File: config.mk
export PLATFORM = sky130hd
export DESIGN_NAME = wave_window_plotter
export DESIGN_NICKNAME = d
export VERILOG_FILES = /design/src/rtl/wave_window_plotter.sv
export SDC_FILE = /design/constraint.sdc
export NUM_CORES = 1
export LEC_CHECK = 0
export BUFFER_PORTS_ARGS = -buffer_cell sky130_fd_sc_hd__buf_2
export CAP_MARGIN = 40
export CELL_PAD_IN_SITES_DETAIL_PLACEMENT = 1
export CELL_PAD_IN_SITES_GLOBAL_PLACEMENT = 1
export CORE_UTILIZATION = 47
export CTS_CLUSTER_DIAMETER = 60
export DETAILED_ROUTE_END_ITERATION = 16
export GPL_ROUTABILITY_DRIVEN = 0
export PLACE_DENSITY = 0.86
export SETUP_SLACK_MARGIN = 0.05
export SYNTH_ARGS = -nofsm -noshare
export SYNTH_HDL_FRONTEND = slang
export SYNTH_SLANG_ARGS = --single-unit
File: constraint.sdc
create_clock -name clk -period 7.1 [get_ports clk]
set_clock_uncertainty 0.05 [all_clocks]
set_input_delay 0.355 -clock clk [delete_from_list [all_inputs] [get_ports clk]]
set_output_delay 0.355 -clock clk [all_outputs]
set_load 0.005 [all_outputs]
File: src/rtl/wave_window_plotter.sv
// wave_window_plotter: reduces a stereo audio stream to one plotted row per
// window of 2^WINDOW_LOG2 reads. Average modes report the window mean as a
// row around mid-height; peak mode reports the largest |mix| as a row
// measured up from the bottom of the plot. Each column is offered to a line
// drawer over a valid/ready handshake. A completed window that finds the
// output still occupied is dropped, and the sticky overrun flag records it.
`timescale 1ns/1ps

module wave_window_plotter #(
  parameter int DATA_W      = 24,
  parameter int WINDOW_LOG2 = 12,
  parameter int COLS        = 640,
  parameter int HEIGHT      = 480,
  parameter int GAIN_LOG2   = 0
) (
  input  logic                     clk,
  input  logic                     reset,
  input  logic                     enable,
  input  logic                     read,
  input  logic signed [DATA_W-1:0] audio_left,
  input  logic signed [DATA_W-1:0] audio_right,
  input  logic [1:0]               mode,
  output logic                     col_valid,
  input  logic                     col_ready,
  output logic [10:0]              col_x,
  output logic [10:0]              col_y,
  output logic                     frame_done,
  output logic                     overrun
);

  // Mix is one bit wider than a sample so that L+R cannot wrap before the halving.
  localparam int MIX_W = DATA_W + 1;
  // A full window of worst-case samples fits in the accumulator with headroom.
  localparam int ACC_W = DATA_W + WINDOW_LOG2 + 1;
  // Row arithmetic is wide enough to hold the gain shift and a sign bit.
  localparam int Y_W   = ACC_W + GAIN_LOG2 + 2;

  localparam logic [WINDOW_LOG2-1:0] CNT_LAST = {WINDOW_LOG2{1'b1}};
  localparam logic [WINDOW_LOG2-1:0] CNT_ZERO = {WINDOW_LOG2{1'b0}};
  localparam logic [WINDOW_LOG2-1:0] CNT_ONE  = WINDOW_LOG2'(1);
  localparam logic signed [Y_W-1:0]  HALF_H   = Y_W'(HEIGHT / 2);
  localparam logic signed [Y_W-1:0]  TOP_ROW  = Y_W'(HEIGHT - 1);
  localparam logic signed [Y_W-1:0]  ZERO_Y   = {Y_W{1'b0}};
  localparam logic [10:0]            LAST_COL = 11'(COLS - 1);

  typedef enum logic [0:0] {
    ST_IDLE  = 1'b0,
    ST_ACCUM = 1'b1
  } state_t;

  state_t                    state_q, state_d;
  logic [1:0]                mode_q, mode_d;
  logic signed [ACC_W-1:0]   acc_q, acc_d;
  logic [MIX_W-1:0]          peak_q, peak_d;
  logic [WINDOW_LOG2-1:0]    cnt_q, cnt_d;
  logic                      col_valid_q, col_valid_d;
  logic [10:0]               col_x_q, col_x_d;
  logic [10:0]               col_y_q, col_y_d;
  logic                      frame_done_q, frame_done_d;
  logic                      overrun_q, overrun_d;

  logic [1:0]                eff_mode_s;
  logic signed [MIX_W-1:0]   sum_s;
  logic signed [MIX_W-1:0]   mix_s;
  logic [MIX_W-1:0]          mix_abs_s;
  logic signed [ACC_W-1:0]   samp_s;
  logic signed [ACC_W-1:0]   acc_sum_s;
  logic [MIX_W-1:0]          peak_max_s;
  logic signed [ACC_W-1:0]   avg_s;
  logic signed [Y_W-1:0]     avg_ext_s, avg_gain_s, avg_sh_s, y_avg_s;
  logic signed [Y_W-1:0]     pk_ext_s, pk_gain_s, pk_sh_s, y_pk_s;
  logic signed [Y_W-1:0]     y_raw_s, y_clamp_s;
  logic [10:0]               y_new_s;
  logic                      win_done_s;
  logic                      xfer_s;

  // Per-read sample formation and the row the window would produce if this read completes it.
  always_comb begin
    // The first read of a window uses the live mode input, which is also latched for the rest.
    eff_mode_s = (cnt_q == CNT_ZERO) ? mode : mode_q;
    sum_s      = MIX_W'(audio_left) + MIX_W'(audio_right);
    mix_s      = sum_s >>> 1;
    mix_abs_s  = mix_s[MIX_W-1] ? MIX_W'(-mix_s) : MIX_W'(mix_s);
    case (eff_mode_s)
      2'b01:   samp_s = ACC_W'(audio_left);
      2'b10:   samp_s = ACC_W'(audio_right);
      default: samp_s = ACC_W'(mix_s);
    endcase
    // Sum and peak both track every read; the mode only decides which one becomes the row.
    acc_sum_s  = acc_q + samp_s;
    peak_max_s = (mix_abs_s > peak_q) ? mix_abs_s : peak_q;
    avg_s      = acc_sum_s >>> WINDOW_LOG2;

    avg_ext_s  = Y_W'(avg_s);
    avg_gain_s = avg_ext_s <<< GAIN_LOG2;
    avg_sh_s   = avg_gain_s >>> (DATA_W - 8);
    y_avg_s    = HALF_H - avg_sh_s;

    pk_ext_s   = Y_W'(peak_max_s);
    pk_gain_s  = pk_ext_s <<< GAIN_LOG2;
    pk_sh_s    = pk_gain_s >>> (DATA_W - 9);
    y_pk_s     = TOP_ROW - pk_sh_s;

    if (eff_mode_s == 2'b11) begin
      y_raw_s = y_pk_s;
    end else begin
      y_raw_s = y_avg_s;
    end

    if (y_raw_s < ZERO_Y) begin
      y_clamp_s = ZERO_Y;
    end else if (y_raw_s > TOP_ROW) begin
      y_clamp_s = TOP_ROW;
    end else begin
      y_clamp_s = y_raw_s;
    end
    y_new_s = 11'(y_clamp_s);
  end

  // Window FSM: accumulate reads while enabled, detect the completing read, clear on abort.
  always_comb begin
    state_d    = state_q;
    mode_d     = mode_q;
    acc_d      = acc_q;
    peak_d     = peak_q;
    cnt_d      = cnt_q;
    win_done_s = 1'b0;
    case (state_q)
      ST_IDLE: begin
        acc_d  = {ACC_W{1'b0}};
        peak_d = {MIX_W{1'b0}};
        cnt_d  = CNT_ZERO;
        if (enable) begin
          state_d = ST_ACCUM;
          mode_d  = mode;
        end else begin
          state_d = ST_IDLE;
        end
      end
      ST_ACCUM: begin
        if (!enable) begin
          // Dropping enable wins over a coincident completing read.
          state_d = ST_IDLE;
          acc_d   = {ACC_W{1'b0}};
          peak_d  = {MIX_W{1'b0}};
          cnt_d   = CNT_ZERO;
        end else if (read) begin
          if (cnt_q == CNT_ZERO) begin
            mode_d = mode;
          end else begin
            mode_d = mode_q;
          end
          if (cnt_q == CNT_LAST) begin
            win_done_s = 1'b1;
            acc_d      = {ACC_W{1'b0}};
            peak_d     = {MIX_W{1'b0}};
            cnt_d      = CNT_ZERO;
          end else begin
            acc_d  = acc_sum_s;
            peak_d = peak_max_s;
            cnt_d  = cnt_q + CNT_ONE;
          end
        end else begin
          state_d = ST_ACCUM;
        end
      end
      default: begin
        state_d = ST_IDLE;
      end
    endcase
  end

  // Column handshake: transfer, column index advance, result load or drop with overrun.
  always_comb begin
    col_valid_d  = col_valid_q;
    col_x_d      = col_x_q;
    col_y_d      = col_y_q;
    overrun_d    = overrun_q;
    frame_done_d = 1'b0;
    xfer_s       = col_valid_q & col_ready;
    if (xfer_s) begin
      col_valid_d = 1'b0;
      if (col_x_q == LAST_COL) begin
        col_x_d      = 11'd0;
        frame_done_d = 1'b1;
      end else begin
        col_x_d      = col_x_q + 11'd1;
      end
    end else begin
      col_x_d = col_x_q;
    end
    if (win_done_s) begin
      if (!col_valid_q || xfer_s) begin
        col_valid_d = 1'b1;
        col_y_d     = y_new_s;
      end else begin
        overrun_d   = 1'b1;
      end
    end else begin
      col_y_d = col_y_q;
    end
  end

  // State and output registers with asynchronous active-low reset.
  always_ff @(posedge clk or negedge reset) begin
    if (!reset) begin
      state_q      <= ST_IDLE;
      mode_q       <= 2'b00;
      acc_q        <= {ACC_W{1'b0}};
      peak_q       <= {MIX_W{1'b0}};
      cnt_q        <= CNT_ZERO;
      col_valid_q  <= 1'b0;
      col_x_q      <= 11'd0;
      col_y_q      <= 11'd0;
      frame_done_q <= 1'b0;
      overrun_q    <= 1'b0;
    end else begin
      state_q      <= state_d;
      mode_q       <= mode_d;
      acc_q        <= acc_d;
      peak_q       <= peak_d;
      cnt_q        <= cnt_d;
      col_valid_q  <= col_valid_d;
      col_x_q      <= col_x_d;
      col_y_q      <= col_y_d;
      frame_done_q <= frame_done_d;
      overrun_q    <= overrun_d;
    end
  end

  assign col_valid  = col_valid_q;
  assign col_x      = col_x_q;
  assign col_y      = col_y_q;
  assign frame_done = frame_done_q;
  assign overrun    = overrun_q;

endmodule

==> flow_metrics.env, run 1 <==
export IMPL_status="completed"
export IMPL_min_from="enable"
export IMPL_pwr_share_seq_pct=26.3
export IMPL_p_per_area_nw_per_um2=214
export IMPL_drive_gt1_share_pct=14.3
export IMPL_num_antenna_cells=0
export IMPL_layout_min_cycle_time_ns=6.79
export IMPL_crit_top_cell="nand4_1"
export IMPL_hp_class="in2reg"
export IMPL_die_area_um2=21700
export IMPL_place_hpwl_mm=25.4
export IMPL_antenna_found_initial=0
export IMPL_period_share_pct=95.6
export IMPL_std_cell_rows=52
export IMPL_max_stage_delay_ns=0.47
export IMPL_syn_to_final_growth_pct=11.3
export IMPL_cts_clk_slew_worst_paths_ns=0.09
export IMPL_max_slew_margin_rel_pct=46.8
export IMPL_tns_ns=0
export IMPL_drt_iter0_markers=595
export IMPL_p_sw_mw=1.05
export IMPL_leakagePower_nw=4.91
export IMPL_fp_dieH_um=147
export IMPL_grt_pass1_wl_mm=53.7
export IMPL_reg2reg_depth=26
export IMPL_critPathMaxFanout=22
export IMPL_hold_viol=0
export IMPL_root_buffer="clkbuf_16"
export IMPL_ys_ff_latch=101
export IMPL_syn_area_um2=9930
export IMPL_dp_cells=1529
export IMPL_postSynthCellCount=1201
export IMPL_yosysWarnings=0
export IMPL_grt_pass1_vias=10180
export IMPL_core_area_um2=20500
export IMPL_cts_buffers=9
export IMPL_r2r_start="cnt_q[1]"
export IMPL_layout_cells_non_filler=1549
export IMPL_slew_viol_final=0
export IMPL_max_freq_ghz=0.147
export IMPL_cts_tree="built"
export IMPL_worst_setup_path_start_kind="input pin"
export IMPL_synth_edff_count=0
export IMPL_insertion_delay_ns=0.38
export IMPL_place_area_um2=10700
export IMPL_final_area_um2=11000
export IMPL_drt_wirelength_per_cell_um=21.5
export IMPL_drtAntennaViolNets=0
export IMPL_holdPathEnd="state_q"
export IMPL_grt_max_degree=58
export IMPL_gr_total_overflow=0
export IMPL_finalSetupViolCount=0
export IMPL_cts_buffer_depth=2
export IMPL_fill_cells=2548
export IMPL_multi_input_area_um2=7030
export IMPL_track_usage_pct=30.9
export IMPL_nNetsFinal=1424
export IMPL_drc=0
export IMPL_fp_dieW_um=147
export IMPL_ioPinCount=80
export IMPL_io_buffers=78
export IMPL_combinationalPowerShare_pct=51.7
export IMPL_critPathKind="in2reg"
export IMPL_initial_core_util_pct=48.5
export IMPL_async_flop_share_pct=100
export IMPL_whs_path_depth=1
export IMPL_endpoint_kind="register"
export IMPL_routed_wl_mm=33.4
export IMPL_synth_seq_area_share_pct=25.5
export IMPL_arrival_ns=7.00
export IMPL_vias_per_cell=6.42
export IMPL_finalPower_mw=2.37
export IMPL_drv_cap=0
export IMPL_tightest_slew_ns=0.797
export IMPL_holdWs_ns=0.0947
export IMPL_clock_sinks=101
export IMPL_htreeDepth=3
export IMPL_drtPass1Iterations=5
export IMPL_intPower_mw=1.32
export IMPL_seq_area_um2=2530
export IMPL_ys_flop_type="dfrtp_1"
export IMPL_crit_slowest_cell="a2111oi_4"
export IMPL_ir_drop_uv=116
export IMPL_num_vias=9946
export IMPL_clkPwrFrac_pct=22.0
export IMPL_syn_area_per_cell_um2=8.27
export IMPL_cp_required_ns=7.31
export IMPL_regToRegEndpoint="col_y[5]"
export IMPL_rrSetupSlack_ns=0.48
export IMPL_ys_types=99
export IMPL_swShare_pct=44.3
synth_stat cells, drive strengths merged (5+ instances only):
master / n / area share [%]
nand2: 139 / 5.3
a21oi: 101 / 5.4
dfrtp: 101 / 25
o21ai: 99 / 5.0
ha: 93 / 12
nor2: 73 / 2.8
inv: 56 / 2.1
xnor2: 56 / 5.1
clkbuf: 34 / 1.3
xor2: 34 / 3.0
a22o: 28 / 2.5
nand3: 28 / 1.4
nand4: 28 / 1.9
a21o: 22 / 1.7
nor3: 21 / 1.1
a211oi: 19 / 1.5
a221oi: 19 / 1.7
and2: 15 / 0.94
and3: 15 / 0.94
buf: 15 / 0.92
o211ai: 15 / 1.2
a31oi: 14 / 0.94
o31ai: 12 / 0.96
a22oi: 9 / 0.68
mux2i: 8 / 0.81
nand2b: 8 / 0.50
nor2b: 8 / 0.50
or3: 8 / 0.50
a2111oi: 7 / 1.0
nor4b: 7 / 0.74
o21bai: 7 / 0.53
mux2: 6 / 0.68
nor4: 6 / 0.53
a2bb2oi: 5 / 0.44
or2: 5 / 0.32
worst max-delay path by stage:
stage                        startpoint        to  slack [ns]  cells past startpoint
after global placement    audio_left[1]  col_y[8]        0.35                     28
after floorplan           audio_left[1]  col_y[8]        0.36                     29
after detailed placement  audio_left[1]  col_y[8]        0.05                     28
final                     audio_left[1]  col_y[5]        0.31                     26
after CTS                 audio_left[1]  col_y[8]        0.28                     28
after global routing           cnt_q[1]  col_y[1]       -0.04                     26
state kept, by name (all words and copies together), names as in the netlist, 2 cells and up:
| register | cells |
|---|---|
| col_y | 10 |
| cnt_q | 12 |
| col_x | 11 |
| mode_q | 2 |
| peak_q | 25 |
| acc_q | 37 |
critical path: cells and delay by family:
kind / cells / cell delay, ns
XOR/XNOR: 1 / 0.13
AND/OR/NAND/NOR: 10 / 2.19
buffers and inverters: 3 / 0.53
AO/OA/AOI/OAI: 10 / 3.03
adder cells (fa/ha/maj): 2 / 0.78
per-layer routing:
metal | global-route usage (%) | routed length [um] | vias to the layer above
met3 | 3.88 | 1580 | 79
met1 | 40.3 | 14800 | 4944
met4 | 11.2 | 1080 | 0
li1 | - | - | 4635
met2 | 52.3 | 16000 | 288
met5 | 0 | 0 | -
layout by cell type (no fill, tap or decap), types with 8 or more instances in the layout:
cell type	instances
xor2_1	34
mux2i_1	8
nor2b_1	8
clkbuf_16	9
nor2_1	71
a21oi_1	93
ha_1	93
nor3_1	20
xnor2_1	52
and3_1	15
a22o_1	28
o31ai_1	11
and2_1	15
nand3_1	28
a31oi_1	13
buf_4	31
nand2b_1	8
buf_2	77
a21o_1	22
or3_1	8
nand2_1	139
dfrtp_1	101
o211ai_1	14
a22oi_1	9
inv_1	56
a221oi_1	19
nand4_1	26
a211oi_1	15
o21ai_0	95
cell families after synthesis:
logic type                 after synthesis  share of synthesized area [%]
AOI/OAI and AO/OA                      416                           29.4
and+or+nand+nor                        379                           19.1
xor gates and xnor gates                90                           8.09
adders and majority gates               95                           12.1
DFF                                    101                           25.5
buffers and inverters                  105                           4.32
other                                    1                         0.0378
muxes                                   14                           1.49
through the flow:
stage	util (%)	worst slack (ns)
6_report	53.9	0.313
5_1_grt	53.9	-0.0435
4_1_cts	53.6	0.279
3_5_place_dp	52.1	0.0459
3_3_place_gp	52.0	0.350
2_1_floorplan	-	0.356
layout make-up:
class	instances	share of cell area (%)
well taps	270	3.06
clock inverters	6	0.532
clock buffers	10	2.16
repair buffers	110	5.87
inverters	56	1.90
multi-input cells	996	63.6
flip-flops and latches	101	22.9
power groups by stage:
stage	Clock, mW	Combinational [mW]	Sequential, mW
2_1_floorplan	0	0.833	0.628
3_3_place_gp	0	1.12	0.631
3_5_place_dp	0	1.17	0.633
4_1_cts	0.532	1.19	0.622
5_1_grt	0.544	1.33	0.626
6_report	0.520	1.22	0.623
repair_timing:
item	4_1_cts	5_1_grt
hold buffers	1	0
endpoints found under the hold margin	25	0
buffers inserted	0	3
endpoints found under the setup margin	0	9
resized for setup	0	7
Power figures use the tool's default switching activity.
==> inputs of run 2 (changes only) <==
--- a/config.mk
+++ b/config.mk
@@ -7,7 +7,7 @@
 export LEC_CHECK = 0
 export BUFFER_PORTS_ARGS = -buffer_cell sky130_fd_sc_hd__buf_2
 export CAP_MARGIN = 40
-export CELL_PAD_IN_SITES_DETAIL_PLACEMENT = 1
+export CELL_PAD_IN_SITES_DETAIL_PLACEMENT = 0
 export CELL_PAD_IN_SITES_GLOBAL_PLACEMENT = 1
 export CORE_UTILIZATION = 47
 export CTS_CLUSTER_DIAMETER = 60
@@ -15,6 +15,7 @@
 export GPL_ROUTABILITY_DRIVEN = 0
 export PLACE_DENSITY = 0.86
 export SETUP_SLACK_MARGIN = 0.05
+export SKIP_CTS_REPAIR_TIMING = 1
 export SYNTH_ARGS = -nofsm -noshare
 export SYNTH_HDL_FRONTEND = slang
 export SYNTH_SLANG_ARGS = --single-unit
==> run 2 against run 1 <==
Effect of this change: maximum frequency increased by 0.27%; die area unchanged; hold slack improved by 0.011 ns; largest cell class unchanged; critical endpoint is now col_y[8]; worst setup slack better by 0.018 ns; global-route usage is 4.1 points lower; via count fell by 3.4%; highest routed layer unchanged; combinational power down 5%; routed wire length decreased by 14%; power is 2.6% lower; cell area is 0.26% lower.
==> flow_metrics.env, run 2 (synthesis gave the netlist of run 1 again) <==
export IMPL_max_slew_margin_rel_pct=51.0
export IMPL_final_cell_mix="139 x nand2_1, 101 x dfrtp_1, 95 x o21ai_0, 94 x a21oi_1, 93 x ha_1"
export IMPL_drt_iter0_markers=661
export IMPL_cts_buffers=9
export IMPL_place_area_um2=10700
export IMPL_ir_drop_uv=155
export IMPL_fill_cells=1967
export IMPL_grt_pass1_wl_mm=46.5
export IMPL_pwr_share_seq_pct=27.0
export IMPL_status="completed"
export IMPL_num_vias=9611
export IMPL_vias_per_cell=6.21
export IMPL_cp_required_ns=7.32
export IMPL_swShare_pct=43.5
export IMPL_drt_wirelength_per_cell_um=18.6
export IMPL_grt_pass1_vias=8956
export IMPL_leakagePower_nw=4.88
export IMPL_drtAntennaViolNets=0
export IMPL_insertion_delay_ns=0.37
export IMPL_dpl_worst_slack_ns=0.138
export IMPL_nNetsFinal=1421
export IMPL_holdWs_ns=0.106
export IMPL_clkPwrFrac_pct=22.8
export IMPL_fin_util_pct=53.8
export IMPL_drv_cap=0
export IMPL_core_area_um2=20500
export IMPL_routed_wl_mm=28.8
export IMPL_final_area_um2=11000
export IMPL_largest_reg_flops=37
export IMPL_period_share_pct=95.3
export IMPL_clock_sinks=101
export IMPL_root_buffer="clkbuf_16"
export IMPL_track_usage_pct=26.8
export IMPL_fin_ws_ns=0.331
export IMPL_place_hpwl_mm=22.3
export IMPL_layout_min_cycle_time_ns=6.77
export IMPL_max_freq_ghz=0.148
export IMPL_cts_buffer_depth=2
export IMPL_critPathMaxFanout=9
export IMPL_dp_cells=1529
export IMPL_tightest_slew_ns=0.734
export IMPL_gr_total_overflow=0
export IMPL_cts_tree="built"
export IMPL_combinationalPowerShare_pct=50.2
export IMPL_finalSetupViolCount=0
export IMPL_mostFrequentLayoutCell="nand2_1"
export IMPL_p_sw_mw=1.00
export IMPL_ioPinCount=80
export IMPL_grt_max_degree=58
export IMPL_io_buffers=78
export IMPL_tns_ns=0
export IMPL_rsz0062_at_grt="false"
export IMPL_intPower_mw=1.30
export IMPL_hp_class="in2reg"
export IMPL_p_per_area_nw_per_um2=209
export IMPL_fp_dieW_um=147
export IMPL_drtPass1Iterations=5
export IMPL_cts_clk_slew_worst_paths_ns=0.08
export IMPL_die_area_um2=21700
export IMPL_critPathKind="in2reg"
export IMPL_layout_cells_non_filler=1547
export IMPL_htreeDepth=3
export IMPL_seq_area_um2=2530
export IMPL_finalPower_mw=2.30
export IMPL_slew_viol_final=0
export IMPL_multi_input_area_um2=7000
export IMPL_worst_setup_path_start_kind="input pin"
export IMPL_drc=0
export IMPL_top_regs="acc_q x37, peak_q x25, cnt_q x12"
export IMPL_endpoint_kind="register"
export IMPL_std_cell_rows=52
export IMPL_initial_core_util_pct=48.5
export IMPL_hold_viol=0
export IMPL_largest_register="acc_q"
export IMPL_arrival_ns=6.98
export IMPL_fp_dieH_um=147
export IMPL_drive_gt1_share_pct=13.7
export IMPL_antenna_found_initial=1
export IMPL_syn_to_final_growth_pct=11.0
run 2: changes by cell type in the layout (fill, tap and decap cells not counted), sizes merged:
cell / previous run / this run
buf: 109 / 106
clkinvlp: 1 / 0
clkbuf: 10 / 9
inv: 61 / 59
clkinv: 0 / 4
diode: 0 / 1
run 2: final timing paths:
kind / startpoint / end / slack (ns) / cells past startpoint
max in group asynchronous: reset / cnt_q[10] / 5.47 / 4
setup reg to reg: cnt_q[0] / col_y[5] / 0.54 / 26
min in group asynchronous: reset / peak_q[0] / 0.39 / 2
setup / recovery: audio_left[18] / col_y[8] / 0.33 / 27
hold / removal: enable / state_q / 0.11 / 1
hold reg to reg: acc_q[4] / acc_q[4] / 0.44 / 2
run 2: final cells by class:
class,count,share of cell area [%]
sequential,101,22.9
timing repair buffer,107,5.68
tap,270,3.07
antenna,1,0.0227
clock buffer,9,2.04
multi-input combinational,996,63.5
inverter,56,1.91
clock inverter,7,0.806
run 2: critical path: stages:
cell,delay (ns)
buf_2,0.13
ha_1,0.33
a211oi_1,0.58
o221ai_1,0.24
a221oi_1,0.43
o21ai_0,0.26
xor2_1,0.23
a2111oi_4,0.37
nand4_1,0.23
and2_1,0.23
xnor2_1,0.13
ha_1,0.33
nand4_1,0.16
nor4_1,0.29
and4_1,0.26
a31oi_1,0.09
and4b_1,0.24
a41oi_2,0.28
nor2_1,0.07
a21oi_1,0.17
ha_1,0.25
nand3_1,0.10
o32ai_2,0.27
a21oi_1,0.10
nand3b_1,0.35
or2_1,0.31
o22a_1,0.19
run 2: power by group through the flow:
stage	clock [mW]	combinational [mW]	sequential (mW)
after global routing	0.565	1.27	0.625
after detailed placement	0	1.13	0.632
final	0.525	1.16	0.621
after global placement	0	1.12	0.631
after CTS	0.540	1.14	0.621
after floorplan	0	0.833	0.628
run 2: per-layer routing:
metal	global-route usage [%]	routed length, um
met4	7.94	549
met3	3.54	1700
met2	42.8	13200
met5	0	0
met1	37.8	13400
==> inputs of run 3 (changes only) <==
--- a/config.mk
+++ b/config.mk
@@ -9,11 +9,11 @@
 export CAP_MARGIN = 40
 export CELL_PAD_IN_SITES_DETAIL_PLACEMENT = 0
 export CELL_PAD_IN_SITES_GLOBAL_PLACEMENT = 1
-export CORE_UTILIZATION = 47
+export CORE_UTILIZATION = 42
 export CTS_CLUSTER_DIAMETER = 60
 export DETAILED_ROUTE_END_ITERATION = 16
 export GPL_ROUTABILITY_DRIVEN = 0
-export PLACE_DENSITY = 0.86
+export PLACE_DENSITY = 0.82
 export SETUP_SLACK_MARGIN = 0.05
 export SKIP_CTS_REPAIR_TIMING = 1
 export SYNTH_ARGS = -nofsm -noshare
==> constraint.sdc (replaced) <==
create_clock -name clk -period 5.6 [get_ports clk]
set_clock_uncertainty 0.05 [all_clocks]
set_input_delay 0.28 -clock clk [delete_from_list [all_inputs] [get_ports clk]]
set_output_delay 0.28 -clock clk [all_outputs]
set_load 0.005 [all_outputs]
==> run 3 against run 2 <==
Effect of this change: the run now ends with negative setup slack left; core utilization up 8.2 points; sequential power up 27%; sequential share of layout area down 5.1 points; power up 57%; sequential cell count unchanged; routed wire length up 15%; final cell count up 23%; register-to-register slack worse by 0.81 ns; via count up 12%; first-iteration DRC count up 41%; critical path type unchanged; critical endpoint is now col_y[5]; largest power group unchanged; highest routed layer unchanged.
==> flow_metrics.env, run 3 (synthesis gave the netlist of run 1 again) <==
export IMPL_cts_tree="built"
export IMPL_top_regs="acc_q x37, peak_q x25, cnt_q x12"
export IMPL_max_stage_delay_ns=0.39
export IMPL_tightest_slew_ns=0.794
export IMPL_initial_core_util_pct=43.3
export IMPL_place_area_um2=13200
export IMPL_r2r_start="cnt_q[0]"
export IMPL_largest_reg_flops=37
export IMPL_grt_pass1_vias=10384
export IMPL_syn_to_final_growth_pct=43.1
export IMPL_nNetsFinal=1742
export IMPL_rsz0062_at_grt="true"
export IMPL_tns_ns=-2.76
export IMPL_hp_class="in2reg"
export IMPL_rrSetupSlack_ns=-0.27
export IMPL_violations="negative setup slack"
export IMPL_arrival_ns=6.28
export IMPL_dpl_worst_slack_ns=-0.724
export IMPL_root_buffer="clkbuf_16"
export IMPL_htreeDepth=3
export IMPL_max_slew_margin_rel_pct=47.0
export IMPL_drive_gt1_share_pct=36.1
export IMPL_layout_min_cycle_time_ns=6.01
export IMPL_routed_wl_mm=33.2
export IMPL_vias_per_cell=5.66
export IMPL_cts_buffer_depth=2
export IMPL_final_area_um2=14200
export IMPL_drc=0
export IMPL_clock_sinks=101
export IMPL_drv_cap=0
export IMPL_die_area_um2=24300
export IMPL_drtPass1Iterations=7
export IMPL_hold_viol=0
export IMPL_final_cell_mix="343 x buf_4, 138 x nand2_1, 101 x dfrtp_1, 85 x a21oi_1, 84 x o21ai_0"
export IMPL_endpoint_kind="register"
export IMPL_std_cell_rows=55
export IMPL_max_freq_ghz=0.166
export IMPL_finalSetupViolCount=9
export IMPL_ioPinCount=80
export IMPL_core_area_um2=22900
export IMPL_crit_end="col_y[5]"
export IMPL_num_vias=10811
export IMPL_crit_slowest_cell="a211o_4"
export IMPL_finalPower_mw=3.62
export IMPL_grt_max_degree=59
export IMPL_fill_cells=2050
export IMPL_drt_iter0_markers=929
export IMPL_io_buffers=78
export IMPL_cp_required_ns=5.87
export IMPL_place_hpwl_mm=25.8
export IMPL_fp_dieW_um=156
export IMPL_fp_dieH_um=156
export IMPL_critPathMaxFanout=5
export IMPL_fin_util_pct=62.0
export IMPL_crit_start="audio_left[5]"
export IMPL_mostFrequentLayoutCell="buf_4"
export IMPL_slew_viol_final=0
export IMPL_insertion_delay_ns=0.37
export IMPL_drt_wirelength_per_cell_um=17.4
export IMPL_worst_setup_path_start_kind="input pin"
export IMPL_fin_ws_ns=-0.412
export IMPL_period_share_pct=107
export IMPL_antenna_found_initial=0
export IMPL_largest_register="acc_q"
export IMPL_track_usage_pct=27.1
export IMPL_gr_total_overflow=0
export IMPL_grt_pass1_wl_mm=52.0
export IMPL_num_antenna_cells=0
export IMPL_leakagePower_nw=6.62
export IMPL_ir_drop_uv=145
export IMPL_p_per_area_nw_per_um2=255
export IMPL_cts_buffers=9
export IMPL_reg2reg_depth=29
export IMPL_critPathKind="in2reg"
export IMPL_status="finished, violations left"
export IMPL_cts_clk_slew_worst_paths_ns=0.09
export IMPL_regToRegEndpoint="col_y[5]"
export IMPL_drtAntennaViolNets=0
## run 3: cell types whose count changed in the layout (fill, tap and decap cells not counted), moves of 5 or more
cell	previous run	this run
xnor2_1	54	48
ha_1	93	82
o21ai_0	95	84
a21oi_1	94	85
nor3_1	20	13
buf_4	28	343
a21oi_2	6	12
nor3_2	1	6
o21ai_1	4	12
ha_4	0	8
## run 3: worst max-delay path: cells and delay by family
family | cells | cell delay (ns)
buffers and inverters | 4 | 0.53
and+or+nand+nor | 12 | 2.56
AOI/OAI and AO/OA | 9 | 1.79
adders and majority gates | 3 | 0.86
xor gates and xnor gates | 1 | 0.24
## run 3: worst min-delay path by stage
stage / from / endpoint / cells after the start
after global placement: reset / peak_q[4] / 1
after CTS: reset / peak_q[3] / 1
after detailed placement: reset / peak_q[3] / 1
after floorplan: reset / acc_q[0] / 0
final: enable / state_q / 1
after global routing: enable / state_q / 1
## run 3: report_power, final
group	switching, mW	total, mW	internal (mW)
sequential	0.0249	0.790	0.765
clock	0.339	0.659	0.320
combinational	1.10	2.17	1.07
total	1.47	3.62	2.15
## run 3: layout make-up
cell class / instances / area (um^2) / share of cell area (%)
Inverter: 56 / 210 / 1.48
Clock buffer: 9 / 225 / 1.59
Tap cell: 313 / 392 / 2.76
Clock inverter: 7 / 76.3 / 0.537
Timing Repair Buffer: 428 / 3110 / 21.9
Multi-Input combinational cell: 996 / 7670 / 54.0
Sequential cell: 101 / 2530 / 17.8
## run 3: routing by layer
metal  GRT usage (%)  share of wire (%)  vias to the layer above
met5               0                  0                        -
met4            7.33                1.9                        0
met3            3.00                3.7                       44
met2            46.4                 48                      249
met1            36.0                 46                     5225
li1                -                  -                     5293
## run 3: per-stage QoR
stage	cells	hold slack [ns]
2_1_floorplan	1202	-0.0656
3_3_place_gp	1872	0.269
3_5_place_dp	1872	0.274
4_1_cts	1888	-0.118
5_1_grt	1910	0.0255
6_report	1910	0.0324
